===== src/rtl/mem_port_arbiter.sv =====
// mem_port_arbiter
//   Shares a single-ported memory between instruction fetch (IFU) and
//   load/store (LSU). One transaction is outstanding at a time:
//   IDLE (arbitrate/accept) -> REQ (present to memory) -> WAIT (await response).
//   LSU wins contested arbitration until the starvation counter reaches
//   STARVE_MAX. After that, IFU wins once and the counter clears.
//   A flush drops the response of an in-flight fetch.
//
// Ports
//   clk, rst                      clock, synchronous active-high reset
//   ifu_req_*                     fetch request (valid/ready/addr)
//   ifu_resp_valid/data           fetch response pulse and data
//   lsu_req_*                     data request (valid/ready/addr/wen/wdata/wmask)
//   lsu_resp_valid/data           load data or store-ack pulse
//   flush                         masks fetch requests and drops fetch responses
//   mem_req_*                     registered request to memory (valid/ready handshake)
//   mem_resp_valid/data           memory response
module mem_port_arbiter #(
  parameter int ADDR_W     = 32,
  parameter int DATA_W     = 32,
  parameter int STARVE_MAX = 4
) (
  input  logic                clk,
  input  logic                rst,
  input  logic                ifu_req_valid,
  output logic                ifu_req_ready,
  input  logic [ADDR_W-1:0]   ifu_req_addr,
  output logic                ifu_resp_valid,
  output logic [DATA_W-1:0]   ifu_resp_data,
  input  logic                lsu_req_valid,
  output logic                lsu_req_ready,
  input  logic [ADDR_W-1:0]   lsu_req_addr,
  input  logic                lsu_req_wen,
  input  logic [DATA_W-1:0]   lsu_req_wdata,
  input  logic [DATA_W/8-1:0] lsu_req_wmask,
  output logic                lsu_resp_valid,
  output logic [DATA_W-1:0]   lsu_resp_data,
  input  logic                flush,
  output logic                mem_req_valid,
  input  logic                mem_req_ready,
  output logic [ADDR_W-1:0]   mem_req_addr,
  output logic                mem_req_wen,
  output logic [DATA_W-1:0]   mem_req_wdata,
  output logic [DATA_W/8-1:0] mem_req_wmask,
  input  logic                mem_resp_valid,
  input  logic [DATA_W-1:0]   mem_resp_data
);

  typedef enum logic [1:0] {
    S_IDLE = 2'd0,
    S_REQ  = 2'd1,
    S_WAIT = 2'd2
  } state_t;

  typedef enum logic {
    OWN_IFU = 1'b0,
    OWN_LSU = 1'b1
  } owner_t;

  localparam logic [3:0] STARVE_LIM = 4'(STARVE_MAX);

  state_t              r_state;
  state_t              w_state_nx;
  owner_t              r_owner;
  logic                r_drop;
  logic [3:0]          r_starve;
  logic [ADDR_W-1:0]   r_addr;
  logic                r_wen;
  logic [DATA_W-1:0]   r_wdata;
  logic [DATA_W/8-1:0] r_wmask;

  logic w_ifu_cand;
  logic w_lsu_win;
  logic w_ifu_win;
  logic w_suppress;

  // Flush removes the fetch request from arbitration for this cycle.
  assign w_ifu_cand = ifu_req_valid && !flush;
  assign w_lsu_win  = lsu_req_valid && (!w_ifu_cand || (r_starve < STARVE_LIM));
  assign w_ifu_win  = w_ifu_cand && !w_lsu_win;

  // A flush arriving together with the fetch response suppresses it immediately.
  assign w_suppress = r_drop || (flush && (r_owner == OWN_IFU));

  assign ifu_resp_data = mem_resp_data;
  assign lsu_resp_data = mem_resp_data;
  assign mem_req_addr  = r_addr;
  assign mem_req_wen   = r_wen;
  assign mem_req_wdata = r_wdata;
  assign mem_req_wmask = r_wmask;

  always_comb begin
    w_state_nx     = r_state;
    ifu_req_ready  = 1'b0;
    lsu_req_ready  = 1'b0;
    mem_req_valid  = 1'b0;
    ifu_resp_valid = 1'b0;
    lsu_resp_valid = 1'b0;
    if (!rst) begin
      case (r_state)
        S_IDLE: begin
          ifu_req_ready = w_ifu_win;
          lsu_req_ready = w_lsu_win;
          if (w_ifu_win || w_lsu_win) w_state_nx = S_REQ;
        end
        S_REQ: begin
          mem_req_valid = 1'b1;
          if (mem_req_ready) w_state_nx = S_WAIT;
        end
        S_WAIT: begin
          if (mem_resp_valid) begin
            w_state_nx = S_IDLE;
            if (!w_suppress) begin
              if (r_owner == OWN_IFU) ifu_resp_valid = 1'b1;
              else                    lsu_resp_valid = 1'b1;
            end
          end
        end
        default: w_state_nx = S_IDLE;
      endcase
    end
  end

  always_ff @(posedge clk) begin
    if (rst) begin
      r_state  <= S_IDLE;
      r_owner  <= OWN_IFU;
      r_drop   <= 1'b0;
      r_starve <= '0;
      r_addr   <= '0;
      r_wen    <= 1'b0;
      r_wdata  <= '0;
      r_wmask  <= '0;
    end else begin
      r_state <= w_state_nx;

      if (r_state == S_IDLE) begin
        if (w_lsu_win) begin
          r_owner <= OWN_LSU;
          r_addr  <= lsu_req_addr;
          r_wen   <= lsu_req_wen;
          r_wdata <= lsu_req_wdata;
          r_wmask <= lsu_req_wmask;
          if (w_ifu_cand && (r_starve < STARVE_LIM)) r_starve <= r_starve + 4'd1;
        end else if (w_ifu_win) begin
          r_owner  <= OWN_IFU;
          r_addr   <= ifu_req_addr;
          r_wen    <= 1'b0;
          r_wdata  <= '0;
          r_wmask  <= '0;
          r_starve <= '0;
        end
      end

      if ((r_state == S_WAIT) && mem_resp_valid)
        r_drop <= 1'b0;
      else if (((r_state == S_REQ) || (r_state == S_WAIT)) && flush && (r_owner == OWN_IFU))
        r_drop <= 1'b1;
    end
  end

endmodule


===== config.mk =====
export PLATFORM = sky130hd
export DESIGN_NAME = mem_port_arbiter
export DESIGN_NICKNAME = d
export VERILOG_FILES = /design/src/rtl/mem_port_arbiter.sv
export SDC_FILE = /design/constraint.sdc
export NUM_CORES = 1
export LEC_CHECK = 0
export ABC_AREA = 1
export BUFFER_PORTS_ARGS = -buffer_cell sky130_fd_sc_hd__buf_2
export CAP_MARGIN = 20
export CORE_MARGIN = 2
export CORE_UTILIZATION = 38
export DETAILED_ROUTE_END_ITERATION = 16
export GPL_ROUTABILITY_DRIVEN = 0
export PLACE_DENSITY = 0.77
export SLEW_MARGIN = 20
export SYNTH_ARGS = -nofsm -noshare
export SYNTH_HDL_FRONTEND = slang
export SYNTH_SLANG_ARGS = --single-unit

===== constraint.sdc =====
create_clock -name clk -period 1.3 [get_ports clk]
set_clock_uncertainty 0.1 [all_clocks]
set_input_delay 0.13 -clock clk [delete_from_list [all_inputs] [get_ports clk]]
set_output_delay 0.13 -clock clk [all_outputs]
set_load 0.01 [all_outputs]

Word-level counts from Yosys, hierarchy flattened
Cells that the tools add are included.
{"block": "classes", "n_addsub": 1, "magnitude_cmp": 1, "eq_ne": 6, "muxes": 31, "n_bitwise": 1, "reduce_logical": 21}
{"cell": "2-to-1 mux 32 bit", "count": 4}
{"cell": "2-to-1 mux 1 bit", "count": 19}
{"cell": "2-to-1 mux 4 bit", "count": 4}
{"cell": "logical AND 1 bit", "count": 8}
{"cell": "2-to-1 mux 2 bit", "count": 3}
{"cell": "!= test 2 bit, second input constant", "count": 3}
{"cell": "one-hot mux 2 bit (3 select lines)", "count": 1}
{"cell": "AND reduction 3 bit", "count": 2}
{"cell": "adder 4 x 1 -> 4 bit, second input constant", "count": 1}
{"cell": "logical OR 1 bit", "count": 4}
{"cell": "less-than comparator 4 x 3 -> 1 bit, second input constant", "count": 1}
{"cell": "logical NOT 1 bit", "count": 3}
{"cell": "equality test 2 x 1 -> 1 bit, second input constant", "count": 1}
{"cell": "equality test 2 bit, second input constant", "count": 1}
{"cell": "logical NOT 2 bit", "count": 1}
{"cell": "!= test 2 x 1 -> 1 bit, second input constant", "count": 1}
{"cell": "AND reduction 2 bit", "count": 1}
{"cell": "nonzero test 2 bit", "count": 1}
{"cell": "OR reduction 2 bit", "count": 1}
{"cell": "inverter 1 bit", "count": 1}
{"block": "word_totals", "ff_bits": 77, "in_bits": 140, "word_cells": 69}

Depth between registers and ports, before layout
Gate-level depths: netlist of run 1.
{"block": "logic_depth", "word_depth": 10, "mapped_depth": 9, "depth_no_buf": 9}

Worst setup path after synthesis of run 1
OpenSTA, ideal clock, no wires.
{"block": "synth_path", "path_kind": "register to output", "startpoint": "reg r_state[0]", "endpoint": "out ifu_resp_valid", "arrival_ns": 1.260, "required_ns": 1.070, "setup_slack_ns": -0.190, "path_stages_with_launch": 6, "path_buffers": 0, "cell_sequence": "dfxtp_1 -> inv_1 -> ha_1 -> nand2_1 -> or2_2 -> nor4_1"}
{"block": "synth_between", "elab_chain_len": 3}
{"item": "start, declared", "line": "62", "rtl": "state_t r_state;"}
{"item": "start signal, assigned", "line": "135", "rtl": "r_state <= w_state_nx;"}
{"item": "equality test 2 bit", "line": "100", "rtl": "case (r_state)"}
{"item": "2-to-1 mux 1 bit", "line": "100"}
{"item": "2-to-1 mux 1 bit", "line": "99", "rtl": "if (!rst) begin"}
{"item": "end, declared", "line": "28", "rtl": "output logic ifu_resp_valid,"}
No other way between the ends.

Final worst setup path of run 1
Ends and elaborated chain as after synthesis.

==> impl_results.md, run 1 <==
- Outcome: finished with violations
- Violated checks: setup timing
- Crit Path Max Fanout: 3
- Inserted Clock Buffers: 9
- P_leak: 0.00358 uW
- WHS Endpoint: mem_req_addr[2]$_SDFFE_PP0P_
- Die W: ~110 um
- Final setup fails: 80
- Hold Vio Cnt, Final: 0
- Gate power share: 0.567
- Worst EP required: around 1100 ps
- Mapped cell area: approximately 4100 um^2
- Dpl cells: 823
- Die Y-Extent: around 110 um
- Detail Placement HPWL: between 7 and 8 mm
- Synthesized area per cell: around 7.1 um^2
- Hold Path Stages: 5
- Nets@finish: around 950
- Crit path cell chain: inv_4 > ha_4 > nand2_2 > or2_4 > nor4_4 > buf_2
- Peak VDD IR: between 0.9 and 1 mV
- Max-slew violations: 0
- R2R cell count: 12
- CTS sink count: 77
- Tcrit/Tclk final: 1.29
- DRT Wirelength: between 15 and 20 mm
- Psw: about 4800 uW
- Share of cells above drive strength 1: 0.501
- Initial core utilization: 0.395
- Synth Net Count: ~730
- Clock Path Buffers: 2
- Worst flop-to-flop path startpoint: r_state[0]$_SDFFE_PP0P_
- CTS root buf: clkbuf_8
- Via density: 4.97
- First DRT Iteration DRCs: about 420
- Reg power frac: 0.271
- H-Tree Depth: 3
- Routed via count: between 4000 and 5000
- Max Clk Rate: ~600 MHz
- Final Critical Period: roughly 1700 ps
- First-pass detailed-route iteration total: 4
- CTS tree: built
- Worst relative slew slack: 0.744
- Clock-pin slew on the worst setup and hold paths: 90 ps
- P_int: roughly 7900 uW
- PwrDens: around 1800 nW/um^2
- Die area: 11700 um^2
- RR Endpoint: mem_req_addr[16]$_SDFFE_PP0P_
- First-pass GRT wire length: 23.5 mm
- # port buffers: around 180
- Critical Path Start Type: flip-flop
- WP buf/inv: 2
- ANT nets after route: 0
- Synth warn: 0
- Top-area cell type share of the netlist area: 0.375
- Cell family with most CP delay: simple AND/OR/NAND/NOR gates
- Arrival time worst endpoint: about 1500 ps
- Storage cell area: between 1500 and 2000 um^2
- Clk_lat worst skew: 340 ps
- Final core occ: 0.679
- Rows: 37
- Vias in the first global route: ~4700
- Area Growth Syn to Fin: 72.0%
- I/O Pins: approximately 280
- Final Non-Filler Cells: about 950
- RSZ-0062 raised after global routing: true
- Clock Power Share: 0.162
- Yosys top cell by area: dfxtp_1
- Aggregate global routing overflow: 0
- Area of the multi-input gates: 2170 um^2
- Hold Path Origin: lsu_req_addr[2]
- Switching share of power: 0.375
- Slack of the critical path: -378 ps
- WL/cell: ~17 um
- Overall power: 12700 uW
- Total Routing Usage GR: 0.259
- CP max-delay cell: dfxtp_2
- Hold_ws: ~18 ps
- Worst path max stage delay: roughly 340 ps
- Worst Path Class, Setup: reg2out
- Seq cells post-synth: 77
- CP Capture Type: output port
- Largest net degree at the start of global routing: 37
- Worst R2R Setup Slack: -360 ps
- Synthesized netlist cell count: roughly 580
- Sequential share of the synthesized area: 0.375
- Fill cells: ~760
- Top cells by area, synth: dfxtp_1 (37%), nand3_1 (16%), buf_4 (13%)
- Worst hold path type: in2reg
- Core area: approximately 10000 um^2
- Ant. Diodes: 0
- Antenna violations before repair: 0
- Max-cap violations: 0
- Synth cell types: 24
- Least-Margin Pin Slew: around 380 ps
- Remaining DRCs: 0
## power by group through the flow
stage / Combinational [uW] / Clock, uW / Sequential [uW]
finish: 7200 / 2050 / 3450
global route: 7660 / 2190 / 3500
CTS: 6730 / 2110 / 3400
detailed placement: 3650 / 0 / 3380
global placement: 3610 / 0 / 3380
floorplan: 2170 / 0 / 3640
## worst reg2reg max path, delay by kind of cell, from the launching register on
family	cells	cell delay, ps
fa+ha+maj	1	150
buf+inv	8	770
simple gates	3	200
flops	1	340
## layout by cell type (no fill, tap or decap), drive strengths merged
master | netlist | final
clkbuf | 11 | 10
nand2 | 122 | 122
clkinvlp | 0 | 2
dlygate4sd3 | 0 | 71
o21ai | 3 | 3
or2 | 2 | 2
inv | 80 | 81
nor4 | 1 | 1
dfxtp | 77 | 77
ha | 6 | 6
nor3 | 1 | 1
nor2 | 15 | 15
bufinv | 0 | 2
xnor2 | 1 | 1
a21oi | 33 | 33
nand3 | 140 | 140
buf | 89 | 245
## registers in the layout, summed over array words and instances (netlist names)
register and cells:
r_owner 1, mem_req_wdata 32, mem_req_wmask 4, mem_req_addr 32, mem_req_wen 1, r_drop 1
r_state 2, r_starve 4
## what timing repair did
item,CTS,global route
buffers inserted,20,6
cloned,15,0
pin swaps,80,16
gates resized for setup,138,33
setup endpoints to repair,79,81
hold buffers,71,0
endpoints found under the hold margin,68,0
## worst max-delay path by stage
stage / endpoint / cells after the start / startpoint / slack, ps
after floorplan: mem_req_wdata[21]$_SDFFE_PP0P_ / 8 / r_state[1]$_SDFFE_PP0P_ / -30
after global placement: ifu_resp_valid / 6 / r_state[0]$_SDFFE_PP0P_ / -90
after detailed placement: ifu_resp_valid / 6 / r_state[0]$_SDFFE_PP0P_ / -120
after CTS: ifu_resp_valid / 6 / r_state[0]$_SDFFE_PP0P_ / -410
after global routing: ifu_resp_valid / 6 / r_state[0]$_SDFFE_PP0P_ / -480
final: ifu_resp_valid / 6 / r_state[0]$_SDFFE_PP0P_ / -380
## layout make-up
class | count | area share
clock buffers | 10 | 0.0195
clock inverters | 5 | 0.0119
inverters | 80 | 0.0449
multi-input cells | 324 | 0.307
flip-flops and latches | 77 | 0.219
well taps | 136 | 0.0241
repair buffers | 316 | 0.374
## per-stage QoR
stage	instance area (um^2)	worst slack (ps)	TNS (ps)
global placement	4830	-92.3	-1880
floorplan	4140	-27.1	-897
global route	7070	-477	-27500
CTS	6900	-408	-14740
detailed placement	4830	-116	-3460
finish	7070	-378	-22930
## per-layer routing
| layer | GRT usage | vias up | part of all wire |
|---|---|---|---|
| met4 | 0.109 | 0 | 0.031 |
| li1 | - | 2210 | - |
| met1 | 0.287 | 2183 | 0.37 |
| met5 | 0 | - | 0 |
| met3 | 0.0591 | 46 | 0.088 |
| met2 | 0.474 | 275 | 0.51 |
## logic make-up after synthesis
logic type,Yosys count,share of synthesized area
adders and majority gates,6,0.0183
DFF,77,0.375
AOI/OAI and AO/OA,36,0.0438
xor gates and xnor gates,1,0.00213
buffers and inverters,180,0.239
and+or+nand+nor,281,0.321
## cells in the mapped netlist, drive strengths merged
cell type	count
nand3	140
nand2	122
buf	89
inv	80
dfxtp	77
a21oi	33
nor2	15
clkbuf	11
ha	6
o21ai	3
or2	2
nor3	1
nor4	1
xnor2	1
Note: power is estimated with default switching activity, not from simulation.
==> run 2: changes to the inputs <==
- HOLD_SLACK_MARGIN: not set -> 0.06
- clock period: 1.3 -> 1.5 ns (I/O delays scaled with it)
==> impl_results.md, run 2 (synthesis gave the netlist of run 1 again) <==
- First DRT Iteration DRCs: 478 (was 417)
- Outcome: finished with violations (unchanged)
- Placed Area: 4740 um^2 (was 4830 um^2)
- Total Routing Usage GR: 0.224 (was 0.259)
- Crit Path Max Fanout: 3 (unchanged)
- Remaining DRCs: 0 (unchanged)
- Antenna violations before repair: 1 (was 0)
- Slack of the critical path: -168 ps (was -378 ps)
- Worst Path Class, Setup: reg2out (unchanged)
- First-pass detailed-route iteration total: 8 (was 4)
- Final core occ: 0.622 (was 0.679)
- Final instance area: 6480 um^2 (was 7070 um^2)
- CP Capture Type: output port (unchanged)
- R2R cell count: 10 (was 12)
- Inserted Clock Buffers: 9 (unchanged)
- Clk_lat worst skew: 340 ps (about the same)
- Hold Path Stages: 5 (unchanged)
- ANT nets after route: 0 (unchanged)
- Worst EP required: 1250 ps (was 1070 ps)
- P_leak: 0.00342 uW (was 0.00358 uW)
- Core area: 10400 um^2 (unchanged)
- Worst flop-to-flop path startpoint: r_state[0]$_SDFFE_PP0P_ (unchanged)
- Detail Placement HPWL: 7.55 mm (was 7.88 mm)
- First-pass GRT wire length: 20.8 mm (was 23.5 mm)
- Critical Path Start Type: flip-flop (unchanged)
- Worst relative slew slack: 0.744 (about the same)
- Max-cap violations: 0 (unchanged)
- Most common cell after layout, fill and taps aside: buf_2 (unchanged)
- Worst R2R Setup Slack: -60 ps (was -360 ps)
- Share of cells above drive strength 1: 0.383 (was 0.501)
- Initial core utilization: 0.395 (unchanged)
- Clock Path Buffers: 2 (unchanged)
- Peak VDD IR: 0.637 mV (was 0.955 mV)
- Least-Margin Pin Slew: 383 ps (was 384 ps)
- Max-slew violations: 0 (unchanged)
- Nets@finish: 952 (was 954)
- Vias in the first global route: 4403 (was 4693)
- CTS tree: built (unchanged)
- Arrival time worst endpoint: 1420 ps (was 1450 ps)
- Routed via count: 4658 (was 4714)
- Clock-pin slew on the worst setup and hold paths: 80 ps (was 90 ps)
- WHS Endpoint: mem_req_addr[29]$_SDFFE_PP0P_ (was mem_req_addr[2]$_SDFFE_PP0P_)
- Hold Path Origin: lsu_req_addr[29] (was lsu_req_addr[2])
- Aggregate global routing overflow: 0 (unchanged)
- Largest net degree at the start of global routing: 38 (was 37)
- Final Critical Period: 1670 ps
- Die area: 11700 um^2 (unchanged)
- Commonest cells after routing, fill and taps aside: buf_2 (181), nand2_1 (112), dlygate4sd3_1 (99) (was buf_2 (181), nand2_1 (103), dfxtp_1 (74))
- Final setup fails: 27 (was 80)
- Via density: 4.91 (was 4.97)
- CTS root buf: clkbuf_8 (unchanged)
- H-Tree Depth: 3 (unchanged)
- RSZ-0062 raised after global routing: true (unchanged)
- I/O Pins: 278 (unchanged)
- Area Growth Syn to Fin: 57.6% (was 72.0%)
- Hold Vio Cnt, Final: 0 (unchanged)
- Fin Setup TNS: -920 ps (was -22930 ps)
- PwrDens: 1400 nW/um^2 (was 1800 nW/um^2)
- DRT Wirelength: 15.0 mm (was 15.8 mm)
- Tcrit/Tclk final: 1.11
- Worst hold path type: in2reg (unchanged)
- Rows: 37 (unchanged)
- Hold_ws: 90.3 ps (was 17.7 ps)
- Violated checks: setup timing (unchanged)
- Max Clk Rate: around 600 MHz
- WL/cell: 15.8 um (was 16.7 um)
- Die Y-Extent: 108 um (unchanged)
- CTS sink count: 77 (unchanged)
- Die W: 108 um (unchanged)
- # port buffers: 181 (unchanged)
- RR Endpoint: mem_req_addr[12]$_SDFFE_PP0P_ (was mem_req_addr[16]$_SDFFE_PP0P_)
-- run 2: changes by cell type in the layout (fill, tap and decap cells not counted), moves of 9 or more --
cell and delta:
a21oi_2 -28, nand3_2 -24, nand3_1 +23, dlygate4sd3_1 +28, a21oi_1 +32, nand2_2 -9, buf_16 -14, nand2_1 +9
-- run 2: worst max-delay path, stage by stage (launching register included) --
cell     delay (ps)
dfxtp_2         340
inv_4            60
ha_4            120
nand2_2          50
or2_4           230
nor4_4          110
buf_2           160
-- run 2: how the worst max path moves through the flow --
stage / from / to / slack, ps / depth (start not counted)
2_1_floorplan: r_state[0]$_SDFFE_PP0P_ / ifu_req_ready / 70 / 6
3_3_place_gp: r_state[0]$_SDFFE_PP0P_ / ifu_resp_valid / 50 / 6
3_5_place_dp: r_state[0]$_SDFFE_PP0P_ / r_starve[1]$_SDFFE_PP0P_ / 0.6 / 7
4_1_cts: r_state[0]$_SDFFE_PP0P_ / ifu_resp_valid / -210 / 6
5_1_grt: r_state[0]$_SDFFE_PP0P_ / ifu_resp_valid / -250 / 6
6_report: r_state[0]$_SDFFE_PP0P_ / ifu_resp_valid / -170 / 6
-- run 2: where the power goes --
part	switching, uW	leakage (uW)	total (uW)	internal (uW)
clock	775	0.000119	1870	1100
sequential	313	0.000635	2930	2610
combinational	2310	0.00267	4270	1970
total	3400	0.00342	9070	5680
-- run 2: per-stage QoR --
step	cells	total power, uW	setup slack, ps
finish	948	9070	-168
global route	946	9640	-254
CTS	939	8330	-211
detailed placement	817	5970	0.620
global placement	817	5910	51.6
floorplan	581	5000	69.5
-- run 2: layout make-up --
cell class                      count  area [um^2]
Antenna cell                        2         5.00
Clock buffer                        9          124
Clock inverter                      6          113
Fill cell                         797         3940
Inverter                           80          320
Multi-Input combinational cell    324         1870
Sequential cell                    77         1550
Tap cell                          136          170
Timing Repair Buffer              314         2330
-- run 2: repair_timing --
action                                 4_1_cts  5_1_grt
cloned                                       0        5
buffers inserted                             8        2
resized for setup                           24       58
pin swaps                                    9       16
endpoints found under the hold margin       69        0
hold buffers                                99        0
setup endpoints to repair                    6       36
-- run 2: metal layers --
layer,track usage,wire length [um],up-vias
li1,-,-,2211
met3,0.0729,1690,60
met2,0.389,7220,324
met4,0.116,538,0
met1,0.244,5510,2063
met5,0,0,-
